$ cat config.mk
export PLATFORM = sky130hd
export DESIGN_NAME = id_hazard_ctrl
export DESIGN_NICKNAME = d
export VERILOG_FILES = /design/src/rtl/id_hazard_ctrl.sv
export SDC_FILE = /design/constraint.sdc
export NUM_CORES = 1
export LEC_CHECK = 0
export ABC_AREA = 1
export ABC_CLOCK_PERIOD_IN_PS = 4000
export CAP_MARGIN = 5
export CORE_UTILIZATION = 23
export CTS_BUF_LIST = sky130_fd_sc_hd__clkbuf_8 sky130_fd_sc_hd__clkbuf_16
export DETAILED_ROUTE_END_ITERATION = 8
export PLACE_DENSITY = 0.53
export SETUP_SLACK_MARGIN = 0.05
export SYNTH_ARGS = -nofsm -noshare
export SYNTH_HDL_FRONTEND = slang
export SYNTH_SLANG_ARGS = --single-unit
$ cat constraint.sdc
create_clock -name clk -period 4 [get_ports clk]
set_input_delay 0.8 -clock clk [delete_from_list [all_inputs] [get_ports clk]]
set_output_delay 0.8 -clock clk [all_outputs]
set_load 0.01 [all_outputs]
$ cat src/rtl/id_hazard_ctrl.sv
// ID-stage interlock: tracks EX/MEM destination registers, detects load-use,
// jr and HI/LO hazards, and sequences the shared multiply/divide unit.
module id_hazard_ctrl #(
  parameter int unsigned MUL_CYCLES = 4,
  parameter int unsigned DIV_CYCLES = 33
) (
  input  logic       clk,
  input  logic       rst,
  input  logic       id_valid,
  input  logic [5:0] id_opcode,
  input  logic [5:0] id_func,
  input  logic [4:0] id_rs,
  input  logic [4:0] id_rt,
  input  logic       id_use_rs,
  input  logic       id_use_rt,
  input  logic [4:0] id_wreg,
  input  logic       id_wen,
  input  logic       mem_stall,
  output logic       stall,
  output logic       bubble,
  output logic       issue,
  output logic       md_start,
  output logic       md_is_div,
  output logic       md_busy
);

  localparam logic [5:0] MUL_LAT = 6'(MUL_CYCLES);
  localparam logic [5:0] DIV_LAT = 6'(DIV_CYCLES);

  logic special, is_jr, is_md, is_hilo, is_load;
  assign special = (id_opcode == 6'h00);
  assign is_jr   = special & (id_func == 6'h08);
  assign is_md   = special & (id_func[5:2] == 4'b0110);
  assign is_hilo = special & (id_func[5:2] == 4'b0100);

  always_comb begin
    is_load = 1'b0;
    case (id_opcode)
      6'h20, 6'h21, 6'h23, 6'h24, 6'h25: is_load = 1'b1;
      default:                           is_load = 1'b0;
    endcase
  end

  logic       ex_vld_q, ex_wen_q, ex_ld_q;
  logic [4:0] ex_wreg_q;
  logic       mem_vld_q, mem_ld_q;
  logic [4:0] mem_wreg_q;
  logic       ex_vld_d, ex_wen_d, ex_ld_d;
  logic [4:0] ex_wreg_d;
  logic       mem_vld_d, mem_ld_d;
  logic [4:0] mem_wreg_d;
  logic [5:0] cnt_q, cnt_d;

  // Register 0 is hardwired, so a zero destination never creates a dependency.
  logic ex_rs_hit, ex_rt_hit, mem_rs_hit;
  assign ex_rs_hit  = (ex_wreg_q  != 5'd0) && (id_rs == ex_wreg_q);
  assign ex_rt_hit  = (ex_wreg_q  != 5'd0) && (id_rt == ex_wreg_q);
  assign mem_rs_hit = (mem_wreg_q != 5'd0) && (id_rs == mem_wreg_q);

  logic load_use, jr_dep, hilo_dep, hazard;
  assign load_use = id_valid & ex_vld_q & ex_ld_q &
                    ((id_use_rs & ex_rs_hit) | (id_use_rt & ex_rt_hit));
  assign jr_dep   = id_valid & is_jr &
                    ((ex_vld_q & ex_wen_q & ex_rs_hit) | (mem_vld_q & mem_ld_q & mem_rs_hit));
  assign hilo_dep = id_valid & (is_md | is_hilo) & md_busy;
  assign hazard   = load_use | jr_dep | hilo_dep;

  assign stall     = mem_stall | hazard;
  assign bubble    = hazard & ~mem_stall;
  assign issue     = id_valid & ~stall;
  assign md_start  = issue & is_md;
  assign md_is_div = md_start & id_func[1];
  assign md_busy   = (cnt_q != 6'd0);

  always_comb begin
    ex_vld_d   = ex_vld_q;
    ex_wen_d   = ex_wen_q;
    ex_ld_d    = ex_ld_q;
    ex_wreg_d  = ex_wreg_q;
    mem_vld_d  = mem_vld_q;
    mem_ld_d   = mem_ld_q;
    mem_wreg_d = mem_wreg_q;
    if (!mem_stall) begin
      mem_vld_d  = ex_vld_q;
      mem_ld_d   = ex_ld_q;
      mem_wreg_d = ex_wreg_q;
      ex_vld_d   = issue;
      ex_wen_d   = id_wen;
      ex_ld_d    = is_load;
      ex_wreg_d  = id_wreg;
    end
  end

  // The HI/LO unit keeps counting through mem_stall; it is not part of the pipe.
  always_comb begin
    cnt_d = cnt_q;
    if (md_start)    cnt_d = id_func[1] ? DIV_LAT : MUL_LAT;
    else if (md_busy) cnt_d = cnt_q - 6'd1;
  end

  always_ff @(posedge clk) begin
    if (rst) begin
      ex_vld_q   <= 1'b0;
      ex_wen_q   <= 1'b0;
      ex_ld_q    <= 1'b0;
      ex_wreg_q  <= 5'd0;
      mem_vld_q  <= 1'b0;
      mem_ld_q   <= 1'b0;
      mem_wreg_q <= 5'd0;
      cnt_q      <= 6'd0;
    end else begin
      ex_vld_q   <= ex_vld_d;
      ex_wen_q   <= ex_wen_d;
      ex_ld_q    <= ex_ld_d;
      ex_wreg_q  <= ex_wreg_d;
      mem_vld_q  <= mem_vld_d;
      mem_ld_q   <= mem_ld_d;
      mem_wreg_q <= mem_wreg_d;
      cnt_q      <= cnt_d;
    end
  end

endmodule

==> results of run 1 <==
cells in the final DEF, fill, tap and decap left out, drive strengths merged:
master	n
a211oi	1
a21oi	13
buf	1
clkbuf	3
clkdlybuf4s50	39
clkinv	1
dfxtp	21
ha	1
inv	34
nand2	42
nand3	13
nand4	4
nor2	34
nor3	4
o21a	1
o21ai	17
o22ai	1
or2	1
xnor2	5
xor2	3
per-stage QoR:
step	area, sq um	power [W]	utilization [%]	setup slack, ns
3_5_place_dp	1740	0.000559	33.4	0.422
3_3_place_gp	1740	0.000562	33.4	0.430
2_1_floorplan	1270	0.000466	-	1.57
6_report	1780	0.000698	34.3	0.408
5_1_grt	1780	0.000764	34.3	0.305
4_1_cts	1780	0.000708	34.3	0.401
how the worst min path moves through the flow:
stage | from | end | slack (ns) | cells after the start
global route | mem_vld_q | mem_vld_q | 0.52 | 2
global placement | mem_vld_q | mem_vld_q | 0.47 | 2
finish | mem_vld_q | mem_vld_q | 0.50 | 2
floorplan | ex_wen_q | ex_wen_q | 0.46 | 2
CTS | mem_vld_q | mem_vld_q | 0.50 | 2
detailed placement | mem_vld_q | mem_vld_q | 0.48 | 2
logic make-up (layout without fill, tap and decap cells):
family / after synthesis / in the layout / synth area share, %
compound gates: 33 / 33 / 13.8
xor+xnor: 8 / 8 / 5.53
fa+ha+maj: 1 / 1 / 0.987
buf+inv: 38 / 78 / 11.4
flops: 21 / 21 / 33.2
simple gates: 98 / 98 / 35.1
per-layer routing:
metal,GRT usage [%],part of all wire [%]
met5,0,0
met2,18.8,45
met1,15.6,50
met4,2.31,0.54
met3,3.47,4.6
layout make-up:
type	instances	area (sq um)
tap	70	87.6
clock buffer	3	41.3
inverter	34	128
timing repair buffer	40	398
clock inverter	1	5.00
multi-input combinational	140	703
sequential	21	420
fill	597	3420
power groups by stage:
stage | Combinational [W] | Sequential [W] | Clock [W]
floorplan | 0.000195 | 0.000271 | 0
global placement | 0.000285 | 0.000277 | 0
detailed placement | 0.000282 | 0.000277 | 0
CTS | 0.000286 | 0.000272 | 0.000149
global route | 0.000326 | 0.000279 | 0.000158
finish | 0.000283 | 0.000272 | 0.000143
sequential cells by signal, indices dropped and copies added (netlist names):
name / count
ex_vld_q: 1
mem_wreg_q: 5
mem_ld_q: 1
cnt_q: 6
ex_ld_q: 1
mem_vld_q: 1
ex_wreg_q: 5
ex_wen_q: 1
worst min-delay path, delay by kind of cell (launching register included):
kind / cells / cell delay, ns
simple gates: 2 / 0.14
flops: 1 / 0.32
==> insert_results.sql, run 1 <==
INSERT INTO impl_metrics (metric_group, metric, value, unit) VALUES
('min_path', 'hold_path_class', 'flip-flop to flip-flop', ''),
('clocking', 'postCtsHoldBufs', '0', ''),
('placed_design', 'dp_hpwl', '2460', 'um'),
('power', 'seq_power_share', '39.0', '%'),
('global_routing', 'grt_overflow_total', '0', ''),
('floorplanning', 'die_area', '0.00581', 'sq mm'),
('logic_synthesis', 'syn-cell-area', '0.00127', 'sq mm'),
('power', 'total_leakage_power', '0.856', 'nW'),
('setup_path', 'worstPathCellList', 'clkdlybuf4s50_1 -> inv_1 -> nand2_1 -> nand2_1 -> nand2_1 -> nor2_1 -> nand3_1 -> nand2_1 -> nand2_2 -> nand3_2 -> nor2_4 -> nand4_4 -> inv_1 -> clkdlybuf4s50_1', ''),
('global_routing', 'grt_antenna_before_repair', '0', ''),
('timing', 'final_period_minus_worst_setup_slack', '3.59', 'ns'),
('clocking', 'clk_latency', '0.26', 'ns'),
('final_layout', 'synthToLayoutAreaGrowth', '40.7', '%'),
('logic_synthesis', 'syn_inst', '199', ''),
('clocking', 'clock_tree.root_cell', 'sky130_fd_sc_hd__clkbuf_8', ''),
('clocking', 'post_cts_buffers', '0', ''),
('placed_design', 'placed_cells_incl_taps', '305', ''),
('run_status', 'run_status', 'finished, final reports clean', ''),
('clocking', 'clkSlewWorstSetupHoldPaths', '0.08', 'ns'),
('timing', 'final_hold_slack', '0.496', 'ns'),
('final_layout', 'insertedDiodeCount', '0', ''),
('logic_synthesis', 'seq_area_frac_synth', '33.2', '%'),
('drt', 'route.detailed.wl_per_inst', '10.2', 'um'),
('floorplanning', 'die_h', '76.2', 'um'),
('logic_synthesis', 'count_leader_synth', 'sky130_fd_sc_hd__nand2_1', ''),
('drt', 'drt-vias-per-instance', '4.25', ''),
('timing', 'final-max-slew-violation-count', '0', ''),
('logic_synthesis', 'ys_top_cells_by_area', 'sky130_fd_sc_hd__dfxtp_1, sky130_fd_sc_hd__nand2_1, sky130_fd_sc_hd__inv_1, sky130_fd_sc_hd__nor2_1, sky130_fd_sc_hd__o21ai_0', ''),
('floorplanning', 'core-area', '0.00520', 'sq mm'),
('setup_path', 'setup.worst_path.end_class', 'primary output', ''),
('setup_path', 'cp.depth', '14', ''),
('setup_path', 'cp_data_required_time', '3.20', 'ns'),
('setup_path', 'startpoint', 'id_rs[3]', ''),
('power', 'total_switching_power', '0.000252', 'W'),
('setup_path', 'launching_point_of_the_worst_reg2reg_path', 'cnt_q[0]', ''),
('global_routing', 'groute.usage.overall', '11.8', '%'),
('clocking', 'cts_num_sinks', '21', ''),
('clocking', 'tritoncts_clock_tree', 'yes', ''),
('clocking', 'htreeDepth', '1', ''),
('setup_path', 'critical_path.top_delay_family', 'buffers and inverters', ''),
('logic_synthesis', 'dominantRegCellSynth', 'sky130_fd_sc_hd__dfxtp_1', ''),
('flow_run', 'max_cap_viol_count', '0', ''),
('timing', 'slew_headroom', '69.9', '%'),
('logic_synthesis', 'postSynthRegisterBits', '21', ''),
('setup_path', 'worstPathArrival', '2.79', 'ns'),
('logic_synthesis', 'synth.yosys.warnings', '0', ''),
('setup_path', 'r2r_cells', '12', ''),
('timing', 'unrepaired_setup_endpoints_after_global_routing', 'no', ''),
('global_routing', 'grt_first_pass_wirelength', '5600', 'um'),
('logic_synthesis', 'synthesis.area_per_instance', '6.37', 'sq um'),
('setup_path', 'timing.critical_path.fanout_max', '4', ''),
('floorplanning', 'floorplan.initialDensity', '24.4', '%'),
('floorplanning', 'num_io_pins', '40', ''),
('setup_path', 'critical_path.n_buffers_inverters', '4', ''),
('timing', 'min_period_over_period', '89.8', '%'),
('clocking', 'numCtsBuffers', '3', ''),
('final_layout', 'finish.cell_count_without_fillers', '309', ''),
('final_layout', 'drive_gt1_share', '5.86', '%'),
('power', 'clock_power_share', '20.5', '%'),
('global_routing', 'number_of_global_route_vias_before_repair', '1275', ''),
('drt', 'pre_antenna_drt_iters', '6', ''),
('drt', 'routed-via-count', '1312', ''),
('power', 'power_per_cell_area', '392', 'mW/mm^2'),
('logic_synthesis', 'postSynthNetCount', '234', ''),
('setup_path', 'critical-path-slowest-cell', 'sky130_fd_sc_hd__clkdlybuf4s50_1', ''),
('drt', 'detail_route.wirelength', '3160', 'um'),
('setup_path', 'critical_path.startpoint_type', 'input pin', ''),
('placed_design', 'routabilityCongestion', '0.825', ''),
('logic_synthesis', 'synth.distinct_cells', '26', ''),
('final_layout', 'layout.nets', '275', ''),
('power', 'sw_frac_of_total', '36.1', '%');
No activity file was read; power rests on OpenSTA's default activity.
==> run 2, diff against run 1 <==
Settings changed: CORE_MARGIN set to 4.
==> run 2 against run 1 <==
Largest power group unchanged. Clock power barely moved. Sequential share of layout area did not move. Critical path depth did not move. Clock-buffer cell count did not move. Sequential power barely moved. First-iteration DRC count rose by 19%. Die area rose by 16%. Flip-flop and latch count did not move. Power rose by 0.10%. Via count fell by 0.23%. Non-clock buffer count did not move. Combinational power barely moved.
==> insert_results.sql, run 2 (synthesis results as in run 1) <==
INSERT INTO impl_metrics (metric_group, metric, value, unit) VALUES
('timing', 'unrepaired_setup_endpoints_after_global_routing', 'no', ''),
('run_status', 'run_status', 'finished, final reports clean', ''),
('clocking', 'cts.repair.resized', '0', ''),
('placed_design', 'dpl_cell_area', '0.00174', 'sq mm'),
('setup_path', 'setup.worst_path.end_class', 'primary output', ''),
('global_routing', 'groute.usage.overall', '10.2', '%'),
('timing', 'clock-skew-final', '0.00206', 'ns'),
('clocking', 'tritoncts_clock_tree', 'yes', ''),
('final_layout', 'finalInstanceArea', '0.00178', 'sq mm'),
('clocking', 'clk_path_buf_depth', '2', ''),
('placed_design', 'routabilityCongestion', '0.813', ''),
('setup_path', 'worstSetupPathType', 'input pin to primary output', ''),
('final_layout', 'final_common_cell', 'sky130_fd_sc_hd__nand2_1', ''),
('power', 'total_leakage_power', '0.856', 'nW'),
('timing', 'slew_headroom', '69.8', '%'),
('global_routing', 'grt_antenna_before_repair', '0', ''),
('clocking', 'clk_latency', '0.26', 'ns'),
('final_layout', 'largestRegisters', 'cnt_q x6, ex_wreg_q x5, mem_wreg_q x5', ''),
('placed_design', 'dp_hpwl', '2610', 'um'),
('drt', 'antenna_violating_nets_post_route', '0', ''),
('floorplanning', 'floorplan.initialDensity', '24.2', '%'),
('final_layout', 'largest_register_ff_count', '6', ''),
('clocking', 'htreeDepth', '1', ''),
('power', 'total_switching_power', '0.000253', 'W'),
('final_layout', 'layout.nets', '275', ''),
('setup_path', 'cp_data_required_time', '3.20', 'ns'),
('power', 'power.internal', '0.000446', 'W'),
('setup_path', 'worstPathArrival', '2.82', 'ns'),
('clocking', 'post_cts_buffers', '0', ''),
('floorplanning', 'core-area', '0.00524', 'sq mm'),
('clocking', 'clkSlewWorstSetupHoldPaths', '0.08', 'ns'),
('timing', 'timing.final.hold_violations', '0', ''),
('global_routing', 'number_of_global_route_vias_before_repair', '1234', ''),
('drt', 'detail_route.wirelength', '3310', 'um'),
('drt', 'initialDrtViolationCount', '62', ''),
('floorplanning', 'chipWidth', '82.2', 'um'),
('final_layout', 'mostFrequentLayoutCells', 'sky130_fd_sc_hd__nand2_1, sky130_fd_sc_hd__clkdlybuf4s50_1, sky130_fd_sc_hd__inv_1, sky130_fd_sc_hd__nor2_1, sky130_fd_sc_hd__dfxtp_1', ''),
('floorplanning', 'die_h', '82.2', 'um'),
('drt', 'drt-vias-per-instance', '4.24', ''),
('global_routing', 'grt_util_met1', '13.8', '%'),
('flow_run', 'max_cap_viol_count', '0', ''),
('power', 'clock_power_share', '20.4', '%'),
('floorplanning', 'num_io_pins', '40', ''),
('timing', 'final-max-slew-violation-count', '0', ''),
('placed_design', 'io_buffer_count', '39', ''),
('drt', 'routed-via-count', '1309', ''),
('timing', 'final_period_minus_worst_setup_slack', '3.62', 'ns'),
('drt', 'route.detailed.wl_per_inst', '10.7', 'um'),
('global_routing', 'global_route.usage.met3', '3.04', '%'),
('timing', 'worst_slew_pin_slew', '0.453', 'ns'),
('min_path', 'hold_path_class', 'flip-flop to flip-flop', ''),
('power', 'seq_power_share', '39.0', '%'),
('final_layout', 'top_register', 'cnt_q', ''),
('global_routing', 'groute.layer.met2.usage', '16.4', '%'),
('global_routing', 'grt_max_degree', '20', ''),
('drt', 'pre_antenna_drt_iters', '4', ''),
('placed_design', 'placed_cells_incl_taps', '305', ''),
('final_layout', 'synthToLayoutAreaGrowth', '40.7', '%'),
('timing', 'setup_viol_count_final', '0', ''),
('power', 'sw_frac_of_total', '36.1', '%'),
('setup_path', 'timing.critical_path.fanout_max', '4', ''),
('final_layout', 'insertedDiodeCount', '0', ''),
('power', 'power_per_cell_area', '392', 'mW/mm^2'),
('clocking', 'postCtsHoldBufs', '0', ''),
('clocking', 'clock_tree.root_cell', 'sky130_fd_sc_hd__clkbuf_8', ''),
('floorplanning', 'floorplan.rows', '26', ''),
('timing', 'max_clock_freq', '0.276', 'GHz'),
('clocking', 'cts_num_sinks', '21', ''),
('final_layout', 'drive_gt1_share', '5.86', '%'),
('setup_path', 'critical_path.startpoint_type', 'input pin', ''),
('final_layout', 'layout.core_utilization', '34.0', '%'),
('clocking', 'numCtsBuffers', '3', ''),
('global_routing', 'grt_most_used_layer', 'met2', ''),
('global_routing', 'grt_overflow_total', '0', ''),
('floorplanning', 'die_area', '0.00676', 'sq mm'),
('drt', 'drc', '0', ''),
('timing', 'min_period_over_period', '90.5', '%'),
('timing', 'tns', '0', 'ns'),
('power', 'combinationalPowerShare', '40.5', '%'),
('global_routing', 'grt_first_pass_wirelength', '5430', 'um'),
('power', 'max-vdd-ir-drop', '448', 'uV'),
('final_layout', 'finish.cell_count_without_fillers', '309', ''),
('timing', 'final_hold_slack', '0.501', 'ns');
## run 2: cell counts in the layout (fill, tap and decap cells not counted)
Identical to the previous run, type by type.
## run 2: final cells by class
cell class / count / area, sq um
clock inverter: 1 / 5.00
timing repair buffer: 40 / 398
tap: 70 / 87.6
inverter: 34 / 128
fill: 597 / 3450
clock buffer: 3 / 41.3
multi-input combinational: 140 / 703
sequential: 21 / 420
## run 2: worst max-delay path: stages
cell and delay [ns]:
sky130_fd_sc_hd__clkdlybuf4s50_1 0.54, sky130_fd_sc_hd__inv_1 0.07, sky130_fd_sc_hd__nand2_1 0.06, sky130_fd_sc_hd__nand2_1 0.04, sky130_fd_sc_hd__nand2_1 0.06, sky130_fd_sc_hd__nor2_1 0.05
sky130_fd_sc_hd__nand3_1 0.08, sky130_fd_sc_hd__nand2_1 0.07, sky130_fd_sc_hd__nand2_2 0.07, sky130_fd_sc_hd__nand3_2 0.11, sky130_fd_sc_hd__nor2_4 0.14, sky130_fd_sc_hd__nand4_4 0.12
sky130_fd_sc_hd__inv_1 0.08, sky130_fd_sc_hd__clkdlybuf4s50_1 0.53
## run 2: worst paths after layout
path / startpoint / to / slack, ns / depth (start not counted)
setup / recovery: id_rs[3] / md_is_div / 0.38 / 14
hold reg to reg: mem_ld_q / mem_ld_q / 0.50 / 2
hold / removal: mem_ld_q / mem_ld_q / 0.50 / 2
setup reg to reg: cnt_q[0] / cnt_q[5] / 2.13 / 12
## run 2: power groups by stage
stage | Clock, W | Combinational (W) | Sequential, W
4_1_cts | 0.000151 | 0.000287 | 0.000273
3_5_place_dp | 0 | 0.000285 | 0.000277
2_1_floorplan | 0 | 0.000195 | 0.000271
5_1_grt | 0.000162 | 0.000330 | 0.000278
3_3_place_gp | 0 | 0.000286 | 0.000278
6_report | 0.000143 | 0.000283 | 0.000273
## run 2: metrics by stage
step / setup WS [ns] / power (W)
after CTS: 0.373 / 0.000711
after detailed placement: 0.391 / 0.000562
after global routing: 0.190 / 0.000770
after floorplan: 1.57 / 0.000466
after global placement: 0.418 / 0.000563
final: 0.381 / 0.000699
## run 2: per-layer routing
| metal | part of all wire [%] | vias to the layer above | wire, um |
|---|---|---|---|
| met5 | 0 | - | 0 |
| met4 | 0.45 | 0 | 15 |
| met3 | 5.9 | 2 | 195 |
| met2 | 44 | 34 | 1460 |
| met1 | 50 | 570 | 1640 |
| li1 | - | 703 | - |
